[src/rtl/out_display.sv]
// CPU output peripheral: latches an OUT value, converts it to BCD (double-dabble), drives 8 seven-segment digits and 18 LEDs.
// Optional two's-complement display with a leading minus sign when OUT_DISPLAY_SIGNED_EN is defined.
module out_display #(
  parameter int DATA_WIDTH     = 32,
  parameter int DIGITS         = 8,
  parameter int SEG_ACTIVE_LOW = 1
) (
  input  logic                  clock,
  input  logic                  reset,
  input  logic                  escreveOutput,
  input  logic [DATA_WIDTH-1:0] entrada,
  output logic                  haltOut,
  output logic [17:0]           leds,
  output logic [6:0]            hex0,
  output logic [6:0]            hex1,
  output logic [6:0]            hex2,
  output logic [6:0]            hex3,
  output logic [6:0]            hex4,
  output logic [6:0]            hex5,
  output logic [6:0]            hex6,
  output logic [6:0]            hex7
);

  localparam int BW = DIGITS * 4;
  localparam int CW = $clog2(DATA_WIDTH + 1);
  localparam logic [6:0] BLANK = (SEG_ACTIVE_LOW != 0) ? 7'h7F : 7'h00;
  localparam logic [6:0] DASH  = 7'h40;

  function automatic logic [63:0] pow10(input int n);
    logic [63:0] r;
    r = 64'd1;
    for (int i = 0; i < n; i++) r = r * 64'd10;
    return r;
  endfunction

`ifdef OUT_DISPLAY_SIGNED_EN
  localparam logic [63:0] LIMIT = pow10(DIGITS - 1) - 64'd1;
`else
  localparam logic [63:0] LIMIT = pow10(DIGITS) - 64'd1;
`endif

  // Active-high glyphs, bit0 = a .. bit6 = g
  function automatic logic [6:0] glyph(input logic [3:0] d);
    case (d)
      4'd0:    glyph = 7'h3F;
      4'd1:    glyph = 7'h06;
      4'd2:    glyph = 7'h5B;
      4'd3:    glyph = 7'h4F;
      4'd4:    glyph = 7'h66;
      4'd5:    glyph = 7'h6D;
      4'd6:    glyph = 7'h7D;
      4'd7:    glyph = 7'h07;
      4'd8:    glyph = 7'h7F;
      4'd9:    glyph = 7'h6F;
      default: glyph = 7'h00;
    endcase
  endfunction

  typedef enum logic [1:0] {IDLE, CONVERT, DONE} state_t;

  state_t                  state_reg, state_next;
  logic [DATA_WIDTH-1:0]   bin_reg;
  logic [BW-1:0]           bcd_reg;
  logic [CW-1:0]           cnt_reg;
  logic                    ovf_reg;
  logic [17:0]             leds_reg;
  logic [7:0][6:0]         disp_reg;
  logic [7:0][6:0]         disp_next;
  logic [BW-1:0]           bcd_adj;
  logic [DATA_WIDTH-1:0]   mag;
  logic                    ovf_in;
  int                      msd;

`ifdef OUT_DISPLAY_SIGNED_EN
  logic neg_in, neg_reg;
  always_comb begin
    neg_in = entrada[DATA_WIDTH-1];
    mag    = neg_in ? -entrada : entrada;
    // The most negative value negates to itself, so its top bit stays set
    ovf_in = (neg_in && mag[DATA_WIDTH-1]) || (64'(mag) > LIMIT);
  end
`else
  always_comb begin
    mag    = entrada;
    ovf_in = 64'(entrada) > LIMIT;
  end
`endif

  genvar gi;
  for (gi = 0; gi < DIGITS; gi++) begin : g_add3
    assign bcd_adj[gi*4 +: 4] = (bcd_reg[gi*4 +: 4] >= 4'd5) ? bcd_reg[gi*4 +: 4] + 4'd3
                                                              : bcd_reg[gi*4 +: 4];
  end

  always_comb begin
    msd = 0;
    for (int k = 0; k < DIGITS; k++)
      if (bcd_reg[k*4 +: 4] != 4'd0) msd = k;
  end

  for (gi = 0; gi < 8; gi++) begin : g_digit
    if (gi < DIGITS) begin : g_used
      logic [6:0] seg;
      always_comb begin
        seg = 7'h00;
        if (ovf_reg) seg = DASH;
        else if (gi <= msd) seg = glyph(bcd_reg[gi*4 +: 4]);
`ifdef OUT_DISPLAY_SIGNED_EN
        else if (neg_reg && (gi == msd + 1)) seg = DASH;
`endif
      end
      assign disp_next[gi] = (SEG_ACTIVE_LOW != 0) ? ~seg : seg;
    end else begin : g_blank
      assign disp_next[gi] = BLANK;
    end
  end

  always_comb begin
    state_next = state_reg;
    haltOut    = 1'b0;
    case (state_reg)
      IDLE: begin
        haltOut = escreveOutput & ~reset;
        if (escreveOutput) state_next = ovf_in ? DONE : CONVERT;
      end
      CONVERT: begin
        haltOut = 1'b1;
        if (cnt_reg == CW'(DATA_WIDTH - 1)) state_next = DONE;
      end
      DONE:    state_next = IDLE;
      default: state_next = IDLE;
    endcase
  end

  always_ff @(posedge clock or posedge reset) begin
    if (reset) begin
      state_reg <= IDLE;
      bin_reg   <= '0;
      bcd_reg   <= '0;
      cnt_reg   <= '0;
      ovf_reg   <= 1'b0;
      leds_reg  <= '0;
      disp_reg  <= {8{BLANK}};
`ifdef OUT_DISPLAY_SIGNED_EN
      neg_reg   <= 1'b0;
`endif
    end else begin
      state_reg <= state_next;
      case (state_reg)
        IDLE: if (escreveOutput) begin
          bin_reg  <= mag;
          leds_reg <= entrada[17:0];
          bcd_reg  <= '0;
          cnt_reg  <= '0;
          ovf_reg  <= ovf_in;
`ifdef OUT_DISPLAY_SIGNED_EN
          neg_reg  <= neg_in;
`endif
        end
        CONVERT: begin
          bcd_reg <= {bcd_adj[BW-2:0], bin_reg[DATA_WIDTH-1]};
          bin_reg <= {bin_reg[DATA_WIDTH-2:0], 1'b0};
          cnt_reg <= cnt_reg + 1'b1;
        end
        DONE:    disp_reg <= disp_next;
        default: ;
      endcase
    end
  end

  assign leds = leds_reg;
  assign hex0 = disp_reg[0];
  assign hex1 = disp_reg[1];
  assign hex2 = disp_reg[2];
  assign hex3 = disp_reg[3];
  assign hex4 = disp_reg[4];
  assign hex5 = disp_reg[5];
  assign hex6 = disp_reg[6];
  assign hex7 = disp_reg[7];

endmodule

[config.mk]
export PLATFORM = sky130hd
export DESIGN_NAME = out_display
export DESIGN_NICKNAME = d
export VERILOG_FILES = /design/src/rtl/out_display.sv
export SDC_FILE = /design/constraint.sdc
export NUM_CORES = 1
export LEC_CHECK = 0
export ABC_AREA = 1
export CAP_MARGIN = 5
export CORE_MARGIN = 4
export CORE_UTILIZATION = 30
export CTS_CLUSTER_SIZE = 25
export DETAILED_ROUTE_END_ITERATION = 10
export GPL_TIMING_DRIVEN = 0
export HOLD_SLACK_MARGIN = 0.12
export SLEW_MARGIN = 20
export SYNTH_ARGS = -nofsm -noshare
export SYNTH_HDL_FRONTEND = slang
export SYNTH_SLANG_ARGS = --single-unit
[constraint.sdc]
create_clock -name clock -period 11 [get_ports clock]
set_input_delay 2.2 -clock clock [delete_from_list [all_inputs] [get_ports clock]]
set_output_delay 2.2 -clock clock [all_outputs]
set_load 0.005 [all_outputs]
==> out/qor.csv, run 1 <==
metric;value;unit
initial_core_util;30.5;%
holdCritPathClass;flip-flop to flip-flop;
cts_max_path_buffers;2;
synth-xor-area-share;1.21;%
path_class;primary input to output port;
tritoncts;done;
power.static_leakage;4.42;nW
use_met2;24.3;%
startpoint_type;primary input;
avgRoutedWirePerCell;15.0;um
vias_per_cell;4.73;
grt_first_pass_wirelength;35200;um
final_core_utilization;38.6;%
routed_wl;21400;um
syn-mean-instance-area;8.36;sq um
chipWidth;171;um
num-nets-final;1175;
gr_usage_total;15.0;%
critical_path.cell_chain;clkdlybuf4s50_1 > nand2_4 > clkbuf_1 > o21ai_0 > clkdlybuf4s50_1;
dp_cells;1400;
detailedRoute.firstIterationViolations;357;
max_freq;167;MHz
drc;0;
pin_count_of_the_biggest_net_entering_global_routing;79;
cts_resized;0;
post-place-ws;4.98;ns
power.ir.vdd_worst;85.3;uV
power;1.50;mW
critical-path-top-delay-family;buffers and inverters;
yosysSeqAreaShare;47.0;%
r2r_start;bcd_reg[8]$_DFFE_PP0P_;
setup_total_negative_slack;0;ns
h_tree_depth;4;
worstSetupStartpoint;escreveOutput;
final-setup-viol-count;0;
post_layout_nonfiller_instances;1432;
required;8.80;ns
grt_overflow;0;
yosysWarnings;0;
worstPathArrival;3.80;ns
mostFrequentLayoutCell;sky130_fd_sc_hd__nand2_1;
postCtsSetupBuffers;0;
first_global_vias;6872;
critical-path-max-stage-delay;0.54;ns
yosys_register_bits;147;
grt-busiest-layer;met2;
cts_made_buffers;17;
mappedNetlistNets;1046;
cts-root-buf;sky130_fd_sc_hd__clkbuf_16;
first_pass_iters;6;
worstSkewPairLatency;0.44;ns
cp_capture_type;output port;
post_route_cells_drive_above_1_share;13.9;%
ys_types;38;
proportion_of_synthesized_area_in_mux_cells;0;%
cts.hold.buffers_added;0;
outcome;complete, no violations;
hpwl;15400;um
ant_nets;0;
areaGrowthSynthToFinish;26.4;%
dieArea;0.0293;sq mm
gpl.final_weighted_congestion;0.888;
reg2reg_setup_slack;9.01;ns
global_route.usage.met3;3.63;%
rows;59;
numClockSinks;147;
report.final.hold_viol_count;0;
max_cap_violations;0;
critPathBufInv;3;
final.setup_skew;0.0103;ns
worst_hold_startpoint;hex2[6]$_DFFE_PP1N_;
globalRouteMet1Util;20.3;%
io_buffer_count;109;
clkSlewWorstSetupHoldPaths;0.07;ns
synth.cell_area;0.00798;sq mm
count_of_pins_over_their_slew_limit;0;
worst_path_max_delay_cell;sky130_fd_sc_hd__clkdlybuf4s50_1;
io-pin-count;110;
power_density_of_the_placed_cells;149;mW/mm^2
core-area;0.0261;sq mm
worst_tran_pin_value;0.801;ns
post_synth_inst_count;955;
final_cell_mix;188 x sky130_fd_sc_hd__nand2_1, 109 x sky130_fd_sc_hd__clkdlybuf4s50_1, 105 x sky130_fd_sc_hd__nor2_1, 98 x sky130_fd_sc_hd__o21ai_0, 91 x sky130_fd_sc_hd__dfrtp_1;
fin_crit_sh;54.5;%
num_antenna_cells;0;
critical_path.max_fanout;10;
synth_top_family_by_area;simple AND/OR/NAND/NOR gates;
synthAdderAreaFrac;8.78;%
grt_antenna_before_repair;0;
worst_path_most_repeated_cell;sky130_fd_sc_hd__clkdlybuf4s50_1;
die-height;171;um
post-route-min-period;6.00;ns
post-route-worst-setup-slack;5.00;ns
synth_compound_gate_area_share;15.6;%
synthSimpleGateAreaFrac;20.6;%
final.fill_count;2697;
relSlewSlack;46.6;%
num_vias;6771;
grt_setup_unrepaired;false;
[layout make-up]
class	instances	area [sq um]	area share (%)
Sequential cell	147	3750	37.2
Multi-Input combinational cell	672	3680	36.5
Timing Repair Buffer	110	1120	11.1
Clock buffer	17	425	4.22
Tap cell	335	419	4.16
Inverter	104	398	3.94
Buffer	32	158	1.56
Clock inverter	15	134	1.33
[final timing paths]
check,end,depth (start not counted)
worst min-delay path,hex2[6]$_DFFE_PP1N_,2
worst max-delay path,haltOut,5
min in group asynchronous,leds[1]$_DFFE_PP0P_,2
worst min register to register,hex2[6]$_DFFE_PP1N_,2
max in group asynchronous,hex0[6]$_DFFE_PP1N_,3
worst max register to register,hex3[0]$_DFFE_PP1N_,13
[worst min-delay path: stages (launching register included)]
cell	delay (ns)
sky130_fd_sc_hd__dfstp_2	0.37
sky130_fd_sc_hd__nand2_1	0.05
sky130_fd_sc_hd__nand2_1	0.05
[cell families (layout without fill, tap and decap cells)]
group	Yosys count	count (layout)
AO/OA/AOI/OAI	228	228
XOR/XNOR	11	11
adder cells (fa/ha/maj)	56	56
buffers and inverters	136	278
flip-flops	147	147
AND/OR/NAND/NOR	377	377
[metrics by stage]
stage / hold slack, ns / instance area (sq um)
6_report: 0.467 / 10100
5_1_grt: 0.484 / 10100
4_1_cts: 0.469 / 10100
3_5_place_dp: 0.458 / 9530
3_3_place_gp: 0.456 / 9490
2_1_floorplan: 0.442 / 7980
[cell usage after synthesis]
master	instances	area share [%]
sky130_fd_sc_hd__a21oi_1	77	4.8
sky130_fd_sc_hd__a311oi_1	1	0.11
sky130_fd_sc_hd__a22o_1	1	0.11
sky130_fd_sc_hd__a22oi_1	1	0.094
sky130_fd_sc_hd__nand3b_1	1	0.094
sky130_fd_sc_hd__buf_1	2	0.094
sky130_fd_sc_hd__o21ai_0	98	6.1
sky130_fd_sc_hd__o22ai_1	29	2.3
sky130_fd_sc_hd__o21bai_1	1	0.094
sky130_fd_sc_hd__buf_6	2	0.28
sky130_fd_sc_hd__a41oi_1	2	0.22
sky130_fd_sc_hd__nand2_1	188	8.8
sky130_fd_sc_hd__dfstp_2	56	18
sky130_fd_sc_hd__nor3b_1	1	0.094
sky130_fd_sc_hd__nand2_2	4	0.31
sky130_fd_sc_hd__nor2_1	105	4.9
sky130_fd_sc_hd__nor2_8	1	0.25
sky130_fd_sc_hd__dfrtp_1	91	29
sky130_fd_sc_hd__nand2_4	2	0.28
sky130_fd_sc_hd__a21o_1	1	0.094
sky130_fd_sc_hd__xor2_1	11	1.2
sky130_fd_sc_hd__buf_4	2	0.19
sky130_fd_sc_hd__or2_2	15	1.2
sky130_fd_sc_hd__nor4_1	1	0.078
sky130_fd_sc_hd__a31oi_1	9	0.71
sky130_fd_sc_hd__nand3_1	34	2.1
sky130_fd_sc_hd__clkbuf_1	14	0.66
sky130_fd_sc_hd__inv_2	12	0.56
sky130_fd_sc_hd__clkinv_1	2	0.094
sky130_fd_sc_hd__nand4_1	3	0.24
sky130_fd_sc_hd__nand3_2	5	0.63
sky130_fd_sc_hd__nor2_2	2	0.16
sky130_fd_sc_hd__inv_1	90	4.2
sky130_fd_sc_hd__nor3_1	9	0.56
sky130_fd_sc_hd__ha_1	56	8.8
sky130_fd_sc_hd__buf_2	12	0.75
sky130_fd_sc_hd__o32ai_1	8	0.88
sky130_fd_sc_hd__nor2_4	6	0.85
[routing by layer]
metal | wire length (um) | part of all wire (%)
met1 | 10000 | 47
met2 | 10000 | 47
met3 | 1120 | 5.2
met4 | 252 | 1.2
met5 | 0 | 0
[power by group]
| group | switching (mW) | internal (mW) | total (mW) |
|---|---|---|---|
| clock network | 0.263 | 0.298 | 0.560 |
| registers | 0.0423 | 0.634 | 0.677 |
| logic | 0.134 | 0.134 | 0.268 |
| total | 0.439 | 1.07 | 1.50 |
Note: power is estimated with default switching activity, not from simulation.
==> run 2: changes to the inputs <==
clock period = 5.5 ns   (was 11 ns; I/O delays follow)
==> results of run 2 <==
Same layout as run 1 (identical final DEF). Status: complete, no violations.
Among the figures that moved: setup slack after placement 4.98 ns -> 1.68 ns; setup slack after layout 5.00 ns -> 1.70 ns; register-to-register setup slack 9.01 ns -> 3.51 ns; total power 1.50 mW -> 3.01 mW; worst IR drop on VDD 85.3 uV -> 171 uV
==> run 3: changes to the inputs <==
clock period = 3.8 ns   (was 5.5 ns; I/O delays follow)
==> out/qor.csv, run 3 (synthesized netlist as in run 1, its figures left out) <==
metric;value;unit
p_switching;1.26;mW
clkPwrFrac;38.6;%
numClockSinks;147;
reg2reg_setup_slack;1.81;ns
sw_frac_of_total;28.1;%
cts_resized;0;
pwr-share-comb;17.6;%
final-setup-viol-count;0;
vias_per_cell;4.73;
detailedRoute.firstIterationViolations;383;
h_tree_depth;4;
fin_crit_sh;87.9;%
cp_capture_type;output port;
ant_nets;0;
io-pin-count;110;
path_class;flip-flop to output port;
count_of_pins_over_their_slew_limit;0;
rows;59;
num_antenna_cells;0;
worstPathArrival;2.58;ns
post-route-min-period;3.34;ns
areaGrowthSynthToFinish;27.9;%
chipWidth;171;um
holdCritPathClass;flip-flop to flip-flop;
final_core_utilization;39.1;%
grt_overflow;0;
dp_cells;1404;
avgRoutedWirePerCell;15.2;um
pin_count_of_the_biggest_net_entering_global_routing;32;
dieArea;0.0293;sq mm
grt_first_pass_wirelength;36000;um
hold_end;hex1[6]$_DFFE_PP1N_;
cts.hold.buffers_added;0;
tritoncts;done;
max_cap_violations;0;
min_path_cells;2;
power.static_leakage;4.47;nW
io_buffer_count;109;
num-nets-final;1179;
postCtsSetupBuffers;0;
first_pass_iters;5;
worstSkewPairLatency;0.43;ns
post_layout_nonfiller_instances;1436;
hpwl;15900;um
cts_max_path_buffers;2;
ff2ff_path_depth;12;
critical_path.max_fanout;10;
first_global_vias;6727;
grt_setup_unrepaired;false;
gpl.final_weighted_congestion;0.887;
power_internal;3.22;mW
post_route_cells_drive_above_1_share;14.3;%
outcome;complete, no violations;
required;3.04;ns
share_seq_of_total_power;43.8;%
report.final.hold_viol_count;0;
initial_core_util;30.5;%
core-area;0.0261;sq mm
grt_antenna_before_repair;0;
max_freq;299;MHz
routed_wl;21800;um
r2r_start;bcd_reg[29]$_DFFE_PP0P_;
mostFrequentLayoutCell;sky130_fd_sc_hd__nand2_1;
cts-root-buf;sky130_fd_sc_hd__clkbuf_16;
startpoint_type;flip-flop;
cts_made_buffers;17;
power_density_of_the_placed_cells;439;mW/mm^2
worst_tran_pin_value;0.751;ns
relSlewSlack;50.0;%
power.ir.vdd_worst;257;uV
num_vias;6794;
capture_point_of_the_worst_reg_to_reg_path;hex4[1]$_DFFE_PP1N_;
clkSlewWorstSetupHoldPaths;0.07;ns
die-height;171;um
worst_hold_startpoint;hex1[6]$_DFFE_PP1N_;
final.setup_skew;0.0138;ns
gr_usage_total;15.4;%
final_cell_mix;188 x sky130_fd_sc_hd__nand2_1, 109 x sky130_fd_sc_hd__clkdlybuf4s50_1, 105 x sky130_fd_sc_hd__nor2_1, 98 x sky130_fd_sc_hd__o21ai_0, 91 x sky130_fd_sc_hd__dfrtp_1;
drc;0;
-- run 3: cell types whose count changed in the layout (fill, tap and decap cells not counted) --
| cell | change |
|---|---|
| sky130_fd_sc_hd__bufinv_16 | +2 |
| sky130_fd_sc_hd__buf_16 | +1 |
| sky130_fd_sc_hd__buf_12 | +3 |
| sky130_fd_sc_hd__inv_8 | -2 |
| sky130_fd_sc_hd__clkinv_4 | -1 |
| sky130_fd_sc_hd__clkinvlp_4 | +3 |
| sky130_fd_sc_hd__inv_6 | -2 |
-- run 3: worst max-delay path, cell delays in order (launching register included) --
cell	delay [ns]
sky130_fd_sc_hd__dfrtp_1	0.47
sky130_fd_sc_hd__inv_2	0.11
sky130_fd_sc_hd__nor2_4	0.05
sky130_fd_sc_hd__inv_2	0.19
sky130_fd_sc_hd__clkbuf_1	0.59
sky130_fd_sc_hd__o21ai_0	0.24
sky130_fd_sc_hd__clkdlybuf4s50_1	0.50
-- run 3: layer usage --
layer | GRT usage [%] | share of wire [%] | wire, um
met2 | 24.9 | 47 | 10200
met4 | 3.10 | 0.65 | 141
met1 | 21.5 | 48 | 10400
met5 | 0 | 0 | 0
met3 | 3.19 | 4.8 | 1040
-- run 3: power groups by stage --
stage               clock network (mW)  registers [mW]  logic [mW]
floorplan                            0            1.97       0.334
global placement                     0            1.99       0.774
detailed placement                   0            1.99       0.804
CTS                               1.77            1.97       0.808
global route                      1.84            1.99       0.883
finish                            1.73            1.96       0.787
-- run 3: final cells by class --
| class | instances | area (sq um) |
|---|---|---|
| multi-input cells | 672 | 3680 |
| fillers | 2685 | 15900 |
| well taps | 335 | 419 |
| flip-flops and latches | 147 | 3750 |
| repair buffers | 114 | 1210 |
| clock buffers | 17 | 425 |
| clock inverters | 15 | 171 |
| inverters | 104 | 394 |
| plain buffers | 32 | 158 |
-- run 3: per-stage QoR --
step / setup WS, ns / setup TNS [ns] / cell area, sq um / hold WS (ns) / power [mW]
2_1_floorplan: 1.24 / 0 / 7990 / 0.442 / 2.31
3_3_place_gp: -0.233 / -20.05 / 9500 / 0.455 / 2.76
3_5_place_dp: 0.636 / 0 / 9610 / 0.458 / 2.79
4_1_cts: 0.396 / 0 / 10200 / 0.472 / 4.55
5_1_grt: 0.289 / 0 / 10200 / 0.497 / 4.72
6_report: 0.458 / 0 / 10200 / 0.469 / 4.48
-- run 3: worst max-delay path by stage --
stage / from / to / slack, ns / cells past startpoint
after global routing: state_reg[0]$_DFFE_PP0P_ / haltOut / 0.29 / 6
after floorplan: reset / bcd_reg[0]$_DFFE_PP0P_ / 1.24 / 1
after CTS: state_reg[0]$_DFFE_PP0P_ / haltOut / 0.40 / 6
after global placement: reset / bcd_reg[22]$_DFFE_PP0P_ / -0.23 / 2
after detailed placement: escreveOutput / haltOut / 0.64 / 5
final: state_reg[0]$_DFFE_PP0P_ / haltOut / 0.46 / 6
